$ cat src/rtl/sprite_pkg.sv
// Shared definitions for the sprite loader: RGB565 colour key, the pink
// range that is folded onto the key, and the loader state encoding.
package sprite_pkg;

  // Transparent-colour key in RGB565 (magenta).
  localparam logic [15:0] KEY_RGB565 = 16'hF81F;

  // Pure white is also treated as "transparent" by the normalizer.
  localparam logic [23:0] WHITE_RGB888 = 24'hFFFFFF;

  // Pink-ish colours produced by anti-aliased artwork around the key.
  localparam logic [7:0] PINK_R_MIN = 8'hD8;
  localparam logic [7:0] PINK_G_MIN = 8'h90;
  localparam logic [7:0] PINK_G_MAX = 8'hB4;
  localparam logic [7:0] PINK_B_MIN = 8'hA8;
  localparam logic [7:0] PINK_B_MAX = 8'hCC;

  typedef enum logic [1:0] {
    ST_IDLE   = 2'd0,
    ST_LOAD   = 2'd1,
    ST_FINISH = 2'd2
  } load_state_e;

  typedef struct packed {
    logic [7:0] r;
    logic [7:0] g;
    logic [7:0] b;
  } rgb888_t;

  // Truncating RGB888 -> RGB565 conversion (keeps the top bits of each channel).
  function automatic logic [15:0] to_rgb565(input rgb888_t p);
    return {p.r[7:3], p.g[7:2], p.b[7:3]};
  endfunction

endpackage

$ cat src/rtl/rgb565_pack.sv
// Combinational RGB888 -> RGB565 packer.
// Optional feature: define SPRITE_KEY_NORMALIZE_EN to map white and the
// pink key range onto the RGB565 transparency key.
module rgb565_pack
  import sprite_pkg::*;
(
  input  logic [23:0] rgb,
  output logic [15:0] rgb565
);

  rgb888_t pix;
  assign pix = rgb888_t'(rgb);

`ifdef SPRITE_KEY_NORMALIZE_EN
  logic is_key;

  // Classify the pixel as transparent (white or within the pink range).
  always_comb begin
    is_key = (rgb == WHITE_RGB888) ||
             ((pix.r >= PINK_R_MIN) &&
              (pix.g >= PINK_G_MIN) && (pix.g <= PINK_G_MAX) &&
              (pix.b >= PINK_B_MIN) && (pix.b <= PINK_B_MAX));
  end

  // Emit the key for transparent pixels, the packed colour otherwise.
  always_comb begin
    rgb565 = is_key ? KEY_RGB565 : to_rgb565(pix);
  end
`else
  // Plain truncating pack.
  always_comb begin
    rgb565 = to_rgb565(pix);
  end
`endif

endmodule

$ cat src/rtl/sprite_pixel_loader.sv
// Sprite pixel loader: accepts a raster stream of RGB888 pixels after a
// start request, packs them to RGB565 and writes them to consecutive
// addresses of an on-chip sprite memory starting at base_addr.
// Optional feature: SPRITE_KEY_NORMALIZE_EN (see rgb565_pack).
module sprite_pixel_loader
  import sprite_pkg::*;
#(
  parameter int SPRITE_W = 32,
  parameter int SPRITE_H = 32,
  parameter int ADDR_W   = 10
) (
  input  logic              clk,
  input  logic              rst,
  input  logic              start,
  input  logic [ADDR_W-1:0] base_addr,
  input  logic              in_valid,
  input  logic [23:0]       in_rgb,
  output logic              in_ready,
  output logic              wr_en,
  output logic [ADDR_W-1:0] wr_addr,
  output logic [15:0]       wr_data,
  output logic              busy,
  output logic              done
);

  localparam int PIXELS = SPRITE_W * SPRITE_H;
  localparam int IDX_W  = $clog2(PIXELS) + 1;

  load_state_e       state;
  load_state_e       next_state;
  logic [IDX_W-1:0]  idx;
  logic [ADDR_W-1:0] base_q;
  logic [15:0]       packed_pix;
  logic              start_ok;
  logic              accept;
  logic              last_accept;

  assign start_ok    = (state == ST_IDLE) && start;
  assign accept      = (state == ST_LOAD) && in_valid;
  assign last_accept = accept && (idx == IDX_W'(PIXELS - 1));

  rgb565_pack u_pack (
    .rgb    (in_rgb),
    .rgb565 (packed_pix)
  );

  // State register.
  // NOTE: clocked state uses non-blocking assignments so every flop samples
  // pre-edge values regardless of block evaluation order.
  always_ff @(posedge clk or posedge rst) begin
    if (rst) state <= ST_IDLE;
    else     state <= next_state;
  end

  // Next-state logic: start only matters in IDLE; FINISH lasts one cycle.
  // NOTE: next_state gets a default first so no path leaves it unassigned,
  // which would otherwise infer a latch.
  always_comb begin
    next_state = state;
    unique case (state)
      ST_IDLE:   if (start)       next_state = ST_LOAD;
      ST_LOAD:   if (last_accept) next_state = ST_FINISH;
      ST_FINISH:                  next_state = ST_IDLE;
      default:                    next_state = ST_IDLE;
    endcase
  end

  // Moore outputs decoded from the current state.
  always_comb begin
    in_ready = 1'b0;
    busy     = 1'b0;
    done     = 1'b0;
    unique case (state)
      ST_IDLE:   ;
      ST_LOAD:   begin in_ready = 1'b1; busy = 1'b1; end
      ST_FINISH: begin busy = 1'b1; done = 1'b1; end
      default:   ;
    endcase
  end

  // Pixel index and latched base: cleared/captured on start, step on accept.
  always_ff @(posedge clk or posedge rst) begin
    if (rst) begin
      idx    <= '0;
      base_q <= '0;
    end else if (start_ok) begin
      idx    <= '0;
      base_q <= base_addr;
    end else if (accept) begin
      idx    <= idx + IDX_W'(1);
    end
  end

  // Registered write port: one write per accepted pixel, one cycle later.
  // Address wraps naturally in ADDR_W bits.
  always_ff @(posedge clk or posedge rst) begin
    if (rst) begin
      wr_en   <= 1'b0;
      wr_addr <= '0;
      wr_data <= '0;
    end else begin
      wr_en <= accept;
      if (accept) begin
        wr_addr <= base_q + ADDR_W'(idx);
        wr_data <= packed_pix;
      end
    end
  end

endmodule

$ cat config.mk
export PLATFORM = sky130hd
export DESIGN_NAME = sprite_pixel_loader
export DESIGN_NICKNAME = d
export VERILOG_FILES = /design/src/rtl/sprite_pkg.sv /design/src/rtl/rgb565_pack.sv /design/src/rtl/sprite_pixel_loader.sv
export SDC_FILE = /design/constraint.sdc
export NUM_CORES = 1
export LEC_CHECK = 0
export ABC_CLOCK_PERIOD_IN_PS = 2200
export BUFFER_PORTS_ARGS = -buffer_cell sky130_fd_sc_hd__buf_4
export CAP_MARGIN = 10
export CORE_MARGIN = 1
export CORE_UTILIZATION = 50
export CTS_CLUSTER_DIAMETER = 120
export DETAILED_ROUTE_END_ITERATION = 8
export MAX_ROUTING_LAYER = met4
export PLACE_DENSITY_LB_ADDON = 0.08
export SETUP_SLACK_MARGIN = 0.05
export SYNTH_ARGS = -nofsm -noshare
export SYNTH_HDL_FRONTEND = slang
export SYNTH_HIERARCHICAL = 1
export SYNTH_SLANG_ARGS = --single-unit
export TNS_END_PERCENT = 50
$ cat constraint.sdc
create_clock -name clk -period 2.2 [get_ports clk]
set_input_delay 0.22 -clock clk [delete_from_list [all_inputs] [get_ports clk]]
set_output_delay 0.22 -clock clk [all_outputs]
set_load 0.05 [all_outputs]
**Word level (Yosys, flattened, before mapping)**

Index checks and enable logic that the tools add are counted.

- Flip-flop bits (word level): 50
- Bits of input ports: 38
- Output and inout bits: 30
- Logic and storage cells: 28

- Add/sub/neg operators: 2
- Eq/ne operators: 5
- Mux-type cells: 8
- Reductions and logical operators: 7

Operators with widths:

| operator | count |
|---|---|
| $mux 11 | 2 |
| $add 11x1->11 const B | 1 |
| $eq 11x10->1 const B | 1 |
| $add 10x10->10 | 1 |
| $mux 2 | 2 |
| $ne 2x2->1 const B | 2 |
| $pmux 2 s2 | 1 |
| $logic_and 1x1->1 | 3 |
| $mux 1 | 3 |
| $eq 2x1->1 const B | 1 |
| $eq 2x2->1 const B | 1 |
| $logic_not 2->1 | 1 |
| $reduce_and 2->1 | 1 |
| $reduce_bool 2->1 | 1 |
| $reduce_or 2->1 | 1 |

**Depth between registers and ports, before layout**

Gate-level depths: netlist of run 1.

- Depth after elaboration: 5
- Mapped depth: 7
- Mapped depth without buffers: 7

**By module**

Netlist of run 1, hierarchy kept.

Modules (own cells, without submodules):

| module | instances | cells an instance | area each (µm²) | seq. area each (µm²) |
|---|---|---|---|---|
| sprite_pixel_loader | 1 | 250 | 2492.4 | 1251.2 |
| rgb565_pack | 1 | 16 | 120.1 | 0.0 |

**Worst setup path before layout of run 1**

Ideal clock, no wire load.

- Path kind: reg-to-reg
- Start point: register state[1]
- End point: register state[0]
- Library setup time: 0.125 ns
- Arrival: 1.889 ns
- Required time: 2.075 ns
- Setup slack: 0.186 ns
- Cell stages (with the launch flop): 7
- Path buffers: 0
- Clock period less this slack: 2.014 ns
- Cells stage by stage: dfrtp_1 inv_1 ha_1 and4_4 and4bb_1 a31oi_1 mux2_2

- Longest elaborated chain between the ends: 5
- Elaborated cells between the ends (all ways): 8
- Those cells by class: 3 x eq/ne; 1 x mux; 4 x reduce/logical

RTL lines:

| item | RTL line | text |
|---|---|---|
| start: declaration | sprite_pixel_loader.sv:29 | `load_state_e state;` |
| start signal: assignment | sprite_pixel_loader.sv:52 | `else state <= next_state;` |
| $eq 2x1->1 | sprite_pixel_loader.sv:39, sprite_pixel_loader.sv:60 |  |
| $logic_and 1x1->1 | sprite_pixel_loader.sv:39 | `assign accept = (state == ST_LOAD) && in_valid;` |
| $logic_and 1x1->1 | sprite_pixel_loader.sv:40 | `assign last_accept = accept && (idx == IDX_W'(PIXELS - 1));` |
| $ne 2x2->1 (no source line) | n/a |  |
| $reduce_and 2->1 (no source line) | n/a |  |

Several ways; a longest one is shown, not always the timed one.
A chain may end at the register's enable or synchronous reset.

**Worst setup path after layout of run 1**

- Start point: register idx[0]
- End point: register wr_addr[8]

- Longest elaborated chain between the ends: 1

RTL lines:

| item | RTL line | text |
|---|---|---|
| start: declaration | sprite_pixel_loader.sv:31 | `logic [IDX_W-1:0] idx;` |
| start signal: assignment | sprite_pixel_loader.sv:90 | `idx <= idx + IDX_W'(1);` |
| $add 10x10->10 | sprite_pixel_loader.sv:104 | `wr_addr <= base_q + ADDR_W'(idx);` |
| end signal: assignment | sprite_pixel_loader.sv:104 |  |
| end: declaration | sprite_pixel_loader.sv:20 | `output logic [ADDR_W-1:0] wr_addr,` |

No other way between the ends.

==> results of run 1 <==
==> cells in the final DEF (no fill, tap or decap), types with 2 or more instances in the layout <==
cell type  instances
a21oi_1           12
inv_1              3
xor2_1             8
o21ai_0            9
buf_4             65
xnor2_1            6
nand4_1            4
nor3b_1            2
nor2_1            12
dfrtp_1           50
a21o_2             2
and4_1             2
nor3_1             3
nand3_1            6
or4_1              2
and3_1             2
nand2_1           70
and2_1             2
ha_1              15
a31oi_1            2
mux2_2            12
clkbuf_8           6
==> sequential cells by signal, summed over array words and instances (netlist names) <==
signal,flops
wr_data,16
idx,11
base_q,10
wr_addr,10
state,2
wr_en,1
==> worst max-delay path, delay by kind of cell (launching register included) <==
kind                       cells  cell delay, ns
AOI/OAI and AO/OA              2            0.59
adders and majority gates      2            0.68
DFF                            1            0.43
and+or+nand+nor                2            0.24
==> through the flow <==
stage               utilization [%]  instance area [um2]  instances  power (mW)
floorplan                         -                 2613        266       3.367
global placement              62.10                 3030        374       4.010
detailed placement            62.10                 3030        374       4.054
CTS                           64.62                 3153        382       4.729
global route                  64.62                 3153        382       4.992
finish                        64.62                 3153        382       4.693
==> metal layers <==
metal | global-route usage (%) | vias to the layer above
met4 | 5.031 | 0
met3 | 5.962 | 2
met5 | - | -
met2 | 29.90 | 44
met1 | 26.33 | 889
li1 | - | 982
==> area by class of cell <==
| cell class | count | area (um2) | share of cell area, % |
|---|---|---|---|
| inverter | 5 | 18.77 | 0.5952 |
| clock inverter | 1 | 30.03 | 0.9524 |
| multi-input combinational | 186 | 1169 | 37.06 |
| timing repair buffer | 67 | 518.0 | 16.43 |
| sequential | 50 | 1251 | 39.68 |
| tap | 67 | 83.83 | 2.659 |
| clock buffer | 6 | 82.58 | 2.619 |
==> report_power, final <==
group	switching (mW)	internal [mW]	total (mW)
sequential	0.221	1.28	1.50
clock	0.301	0.364	0.665
combinational	1.66	0.871	2.53
==> path summary, 6_finish.rpt <==
kind | start | endpoint | slack [ns] | cells past startpoint
worst max-delay path | idx[0] | wr_addr[8] | 0.16 | 6
worst min-delay path | in_rgb[10] | wr_data[5] | 0.1 | 3
worst max register to register | idx[0] | wr_addr[8] | 0.16 | 6
worst min register to register | wr_data[14] | wr_data[14] | 0.48 | 2
max in group asynchronous | rst | state[1] | 1.20 | 4
min in group asynchronous | rst | base_q[0] | 0.45 | 3
==> cell families after synthesis <==
group | share of synthesized area, %
AND/OR/NAND/NOR | 19.25
buffers and inverters | 7.375
flip-flops | 47.89
AO/OA/AOI/OAI | 7.664
XOR/XNOR | 4.694
multiplexers | 5.172
adder cells (fa/ha/maj) | 7.950
==> metrics.cfg, run 1 <==
[setup_path]
cp_slowest_stage_delay_ns = 0.43
crit_type = reg2reg
crit_arrival_ns = 2.23
start_kind = flip-flop
worstPathRequired_ns = 2.38
cp_slowest_cell = dfrtp_1
end_kind = flip-flop
cp_max_fo = 4
path_cells = ha_1 > fa_1 > a21o_2 > a311oi_1 > or4_1 > nand3_1

[timing]
fin_tns_setup_ns = 0
fin_worst_skew_ns = 0.005059
maxSlewViolCount = 0
rsz0062_at_grt = false
fmax_mhz = 489.7
worst_pin_slew_ns = 0.3739
relSlewSlack_pct = 74.72
worst_slack_ns = 0.1579
hold_slack_ns = 0.09861
period_minus_slack_ns = 2.042
finalHoldViolCount = 0
fin_crit_sh_pct = 92.82
setup_viol = 0

[global_route]
grt_pass1_vias = 1689
track_usage_pct = 19.86
grt_pass1_wl_um = 7921
grt_overflow = 0
antenna_found_initial = 0
grt_max_degree = 19

[clock_tree]
insertion_delay_ns = 0.30
cts_made_buffers = 5
htree_levels = 2
cts_tree = yes
cts.repair.resized = 0
clockBufferDepth = 2
cts_hold_buf = 1
cts.sinks = 50
cts-root-buf = clkbuf_8
clk_pin_slew_ns = 0.09
postCtsSetupBuffers = 0

[worst_hold_path]
hold_path.class = in2reg

[flow_run]
maxCapViolations = 0

[layout]
fillCellCount = 429
area_delta_synth_final_pct = 20.69
layout-drive-gt1-share_pct = 28.25
fin_nets = 369
antennaDiodeCount = 0

[drt]
wl_met3_um = 201
drc = 0
wl_met2_um = 2377
drt-total-wl_um = 5061
drtAntennaViolNets = 0
first_pass_iters = 4
wl_per_cell_um = 13.25
vias = 1917
drt_iter0_drc = 116
wirelength_met1_um = 2463
top_layer_used = met4
post_drt_via_cell_ratio = 5.018

[yosys]
ys.flop_type = dfrtp_1
synth.area.top_cells = dfrtp_1 48%, nand2_1 10%, ha_1 7.2%, mux2_2 5.2%, buf_4 4.6%
ys_ff_latch = 50
synthCells = 266
postSynth.asyncResetShare_pct = 100.0
synth_top_cell_area_share_pct = 47.89
synth_area_um2 = 2613
synth.most_common_cell = nand2_1
synthesis.nets = 320
synth-seq-area-share_pct = 47.89
synthTopCellsByCount = 70 x nand2_1, 50 x dfrtp_1, 16 x buf_4, 15 x ha_1
ys_types = 42
ys.warnings.count = 6
synth_area_per_cell_um2 = 9.821
synth_top_area_cell = dfrtp_1
synth-edff-count = 0

[floorplan]
rows = 25
core_area_um2 = 4880
pin_count = 68
die_w_um = 74.29
dieArea_um2 = 5518
die_h_um = 74.29
start_util_pct = 53.54

[placement]
dp_hpwl_um = 3778
gp_congestion = 0.8149
port_buffers = 59
post-place-ws_ns = 0.1681

[status]
outcome = finished clean

[pwr]
ir_worst_vdd_uv = 719.3
p_leak_nw = 1.594
power_density_nw_per_um2 = 1488

No activity file was read; power rests on OpenSTA's default activity.
==> inputs of run 2 (changes only) <==
REMOVE_ABC_BUFFERS = 1   (was not set)
==> metrics.cfg, run 2 (synthesis results as in run 1) <==
[timing]
relSlewSlack_pct = 61.18
setup_viol = 0
fin_crit_sh_pct = 92.68
finalHoldViolCount = 0
period_minus_slack_ns = 2.039
fin_worst_skew_ns = 0.006205
fmax_mhz = 490.5
maxSlewViolCount = 0
rsz0062_at_grt = false
worst_pin_slew_ns = 0.5823

[setup_path]
cp_slowest_stage_delay_ns = 0.43
end_kind = flip-flop
r2r-start = idx[0]
reg2reg_slack_ns = 0.16
critical_path.startpoint = idx[0]
crit_buf_inv = 0
crit_arrival_ns = 2.23
worstPathRequired_ns = 2.39
path_cells = ha_1 > fa_1 > a21o_2 > a311oi_1 > or4_1 > nand3_1
cp_top_family = adder cells
reg2reg_to = wr_addr[8]
start_kind = flip-flop
crit_type = reg2reg
cp_max_fo = 4
cp_slowest_cell = dfrtp_1
reg2reg_depth = 6

[clock_tree]
cts-root-buf = clkbuf_8
clockBufferDepth = 2
cts.sinks = 50
cts_made_buffers = 5
insertion_delay_ns = 0.30
cts_tree = yes
htree_levels = 2
cts.repair.resized = 0
clk_pin_slew_ns = 0.08

[global_route]
track_usage_pct = 20.83
grt_max_degree = 27
antenna_found_initial = 0
grt_pass1_vias = 1887
grt_pass1_wl_um = 8293
grt_busiest_layer = met2
met2_usage_pct = 35.35
use_met1_pct = 23.98
grt_overflow = 0
grtUsageMet3_pct = 4.336

[layout]
layout-drive-gt1-share_pct = 27.39
fin_nets = 368
antennaDiodeCount = 0
area_delta_synth_final_pct = 19.01
finish.utilization_pct = 63.72
fillCellCount = 442
largest_register_ffs = 16
final_common_cell = nand2_1
final_cell_mix = 70 x nand2_1, 64 x buf_4, 50 x dfrtp_1
largest_register = wr_data
reg_top3 = wr_data x16, idx x11

[worst_hold_path]
min-delay-start = in_rgb[11]
hold_end = wr_data[6]
hold_path.class = in2reg
hold_path_depth = 3

[drt]
drc = 0
drt_iter0_drc = 102
drtAntennaViolNets = 0
drt-total-wl_um = 4913
post_drt_via_cell_ratio = 5.129
first_pass_iters = 4
vias = 1954
wl_per_cell_um = 12.90

[floorplan]
die_w_um = 74.29
rows = 25
dieArea_um2 = 5518
die_h_um = 74.29
pin_count = 68
core_area_um2 = 4880
start_util_pct = 53.54

[pwr]
sequentialPowerShare_pct = 33.3
p_switching_mw = 2.141
power.internal_mw = 2.354
p_leak_nw = 1.572
power_mw = 4.495
swShare_pct = 47.62
power_density_nw_per_um2 = 1446
ir_worst_vdd_uv = 972.7
clkPwrFrac_pct = 11.0
pwr-share-comb_pct = 55.8

[placement]
gp_congestion = 0.7997
dp_hpwl_um = 3620
port_buffers = 59

[status]
outcome = finished clean

[flow_run]
maxCapViolations = 0

[run 2: worst max-delay path by stage]
stage / to / slack, ns / cells after the start
after floorplan: idx[2] / -0.53 / 7
after global placement: wr_addr[8] / 0.21 / 6
after detailed placement: wr_addr[8] / 0.20 / 6
after CTS: wr_addr[8] / 0.18 / 6
after global routing: wr_addr[8] / 0.09 / 6
final: wr_addr[8] / 0.16 / 6
[run 2: worst reg2reg max path, delay by kind of cell, from the launching register on]
family | cells | cell delay (ns)
AO/OA/AOI/OAI | 2 | 0.58
flip-flops | 1 | 0.43
adder cells (fa/ha/maj) | 2 | 0.67
AND/OR/NAND/NOR | 2 | 0.23
[run 2: routing by layer]
metal  vias up  wire (um)
met1       919       2173
met2        48       2389
li1        978          -
met4         0         90
met5         -          0
met3         9        259
[run 2: what timing repair did]
| action | 4_1_cts | 5_1_grt |
|---|---|---|
| hold endpoints to repair | 24 | 0 |
| hold buffers | 1 | 0 |
| setup buffers | 0 | 0 |
[run 2: cell type report]
class,count,area [um2],area share [%]
clock buffer,7,76.32,2.455
sequential,50,1251,40.24
multi-input combinational,186,1169,37.59
timing repair buffer,66,510.5,16.42
tap,67,83.83,2.696
inverter,5,18.77,0.6036
[run 2: through the flow]
stage	TNS [ns]	setup slack, ns	cells	area (um2)	hold slack (ns)
6_report	0	0.1611	381	3109	0.1043
4_1_cts	0	0.1794	381	3109	0.09514
5_1_grt	0	0.09004	381	3109	0.1127
3_3_place_gp	0	0.2076	373	3023	0.3046
3_5_place_dp	0	0.2010	373	3023	0.3118
2_1_floorplan	-9.242	-0.5297	241	2439	0.3254
[run 2: power groups by stage]
stage | clock [mW] | combinational [mW] | sequential [mW]
6_report | 0.492 | 2.51 | 1.50
2_1_floorplan | 0 | 1.03 | 2.27
5_1_grt | 0.542 | 2.71 | 1.55
3_3_place_gp | 0 | 2.48 | 1.50
4_1_cts | 0.519 | 2.53 | 1.50
3_5_place_dp | 0 | 2.52 | 1.52
==> inputs of run 3 (changes only) <==
ABC_CLOCK_PERIOD_IN_PS = not set   (was 2200)
RECOVER_POWER = 50   (was not set)
==> metrics.cfg, run 3 (synthesis results as in run 1) <==
[timing]
hold_slack_ns = 0.1045
period_minus_slack_ns = 2.038
rsz0062_at_grt = false
finalHoldViolCount = 0
fin_worst_skew_ns = 0.006483
maxSlewViolCount = 0
fin_crit_sh_pct = 92.63
worst_slack_ns = 0.1622
relSlewSlack_pct = 33.70
fin_tns_setup_ns = 0
fmax_mhz = 490.7
worst_pin_slew_ns = 0.9934
setup_viol = 0

[setup_path]
reg2reg_depth = 6
cp_top_family = adder cells
worstPathRequired_ns = 2.39
r2r-start = idx[0]
cp_slowest_cell = dfrtp_1
cp_max_fo = 4
crit_type = reg2reg
cp_slowest_stage_delay_ns = 0.43
crit_arrival_ns = 2.23
path_cells = ha_1 > fa_1 > a21o_2 > a311oi_1 > or4_1 > nand3_1
reg2reg_slack_ns = 0.16
reg2reg_to = wr_addr[8]
end_kind = flip-flop
start_kind = flip-flop
crit_buf_inv = 0

[drt]
drtAntennaViolNets = 0
vias = 1952
drt_iter0_drc = 91
post_drt_via_cell_ratio = 5.123
first_pass_iters = 4
wl_per_cell_um = 13.04
drt-total-wl_um = 4968
drc = 0

[layout]
fillCellCount = 479
area_delta_synth_final_pct = 15.13
largest_register_ffs = 16
layout-drive-gt1-share_pct = 18.47
largest_register = wr_data
final_area_um2 = 3008
fin_nets = 368
final_cell_mix = 70 x nand2_1, 50 x dfrtp_1, 36 x buf_4
antennaDiodeCount = 0
reg_top3 = wr_data x16, idx x11
final_common_cell = nand2_1

[clock_tree]
postCtsSetupBuffers = 0
clockBufferDepth = 2
clk_pin_slew_ns = 0.08
cts.sinks = 50
htree_levels = 2
cts.repair.resized = 0
cts_tree = yes
cts_hold_buf = 1
cts-root-buf = clkbuf_8
insertion_delay_ns = 0.30
cts_made_buffers = 5

[global_route]
antenna_found_initial = 0
grt_pass1_wl_um = 8293
grt_pass1_vias = 1887
track_usage_pct = 20.83
grt_overflow = 0
grt_max_degree = 27

[floorplan]
start_util_pct = 53.54
dieArea_um2 = 5518
rows = 25
core_area_um2 = 4880
die_w_um = 74.29
die_h_um = 74.29
pin_count = 68

[placement]
place_area_um2 = 3023
post-place-ws_ns = 0.2010
port_buffers = 59
gp_congestion = 0.7997
dp_hpwl_um = 3620

[pwr]
power_mw = 4.301
ir_worst_vdd_uv = 967.8
power_density_nw_per_um2 = 1430
p_leak_nw = 1.469

[worst_hold_path]
hold_path_depth = 3
hold_path.class = in2reg
hold_end = wr_data[6]
min-delay-start = in_rgb[11]

[status]
outcome = finished clean

[flow_run]
maxCapViolations = 0

[run 3: changes by cell type in the layout (fill, tap and decap cells not counted), sizes merged]
cell    change
buf        -28
clkbuf     +28
[run 3: area by class of cell]
type                    instances  area, um2  share of cell area (%)
inverters                       5      18.77                  0.6240
multi-input cells             186       1169                   38.85
repair buffers                 66      409.1                   13.60
well taps                      67      83.83                   2.787
clock buffers                   7      76.32                   2.537
flip-flops and latches         50       1251                   41.60
[run 3: tightest hold or removal path: cells and delay by family]
family        cells  cell delay (ns)
simple gates      2             0.08
buf+inv           1             0.07
[run 3: worst max path at each step]
stage	startpoint	end	depth (start not counted)
after floorplan	state[1]	idx[2]	7
after global routing	idx[0]	wr_addr[8]	6
after global placement	idx[0]	wr_addr[8]	6
after detailed placement	idx[0]	wr_addr[8]	6
final	idx[0]	wr_addr[8]	6
after CTS	idx[0]	wr_addr[8]	6
[run 3: per-layer routing]
| layer | up-vias | global-route usage [%] | share of wire, % |
|---|---|---|---|
| li1 | 977 | - | - |
| met1 | 912 | 23.98 | 45 |
| met2 | 54 | 35.35 | 48 |
| met3 | 9 | 4.336 | 5.4 |
| met4 | 0 | 8.805 | 1.9 |
| met5 | - | - | 0 |
[run 3: metrics by stage]
| step | util [%] | cells |
|---|---|---|
| final | 61.64 | 381 |
| after detailed placement | 61.95 | 373 |
| after CTS | 63.72 | 381 |
| after floorplan | - | 241 |
| after global routing | 61.64 | 381 |
| after global placement | 61.95 | 373 |
[run 3: power by group]
part	switching, mW	leakage, nW	total (mW)	internal (mW)
clock network	0.274	0.0383	0.493	0.219
registers	0.214	0.633	1.49	1.28
logic	1.65	0.797	2.32	0.662
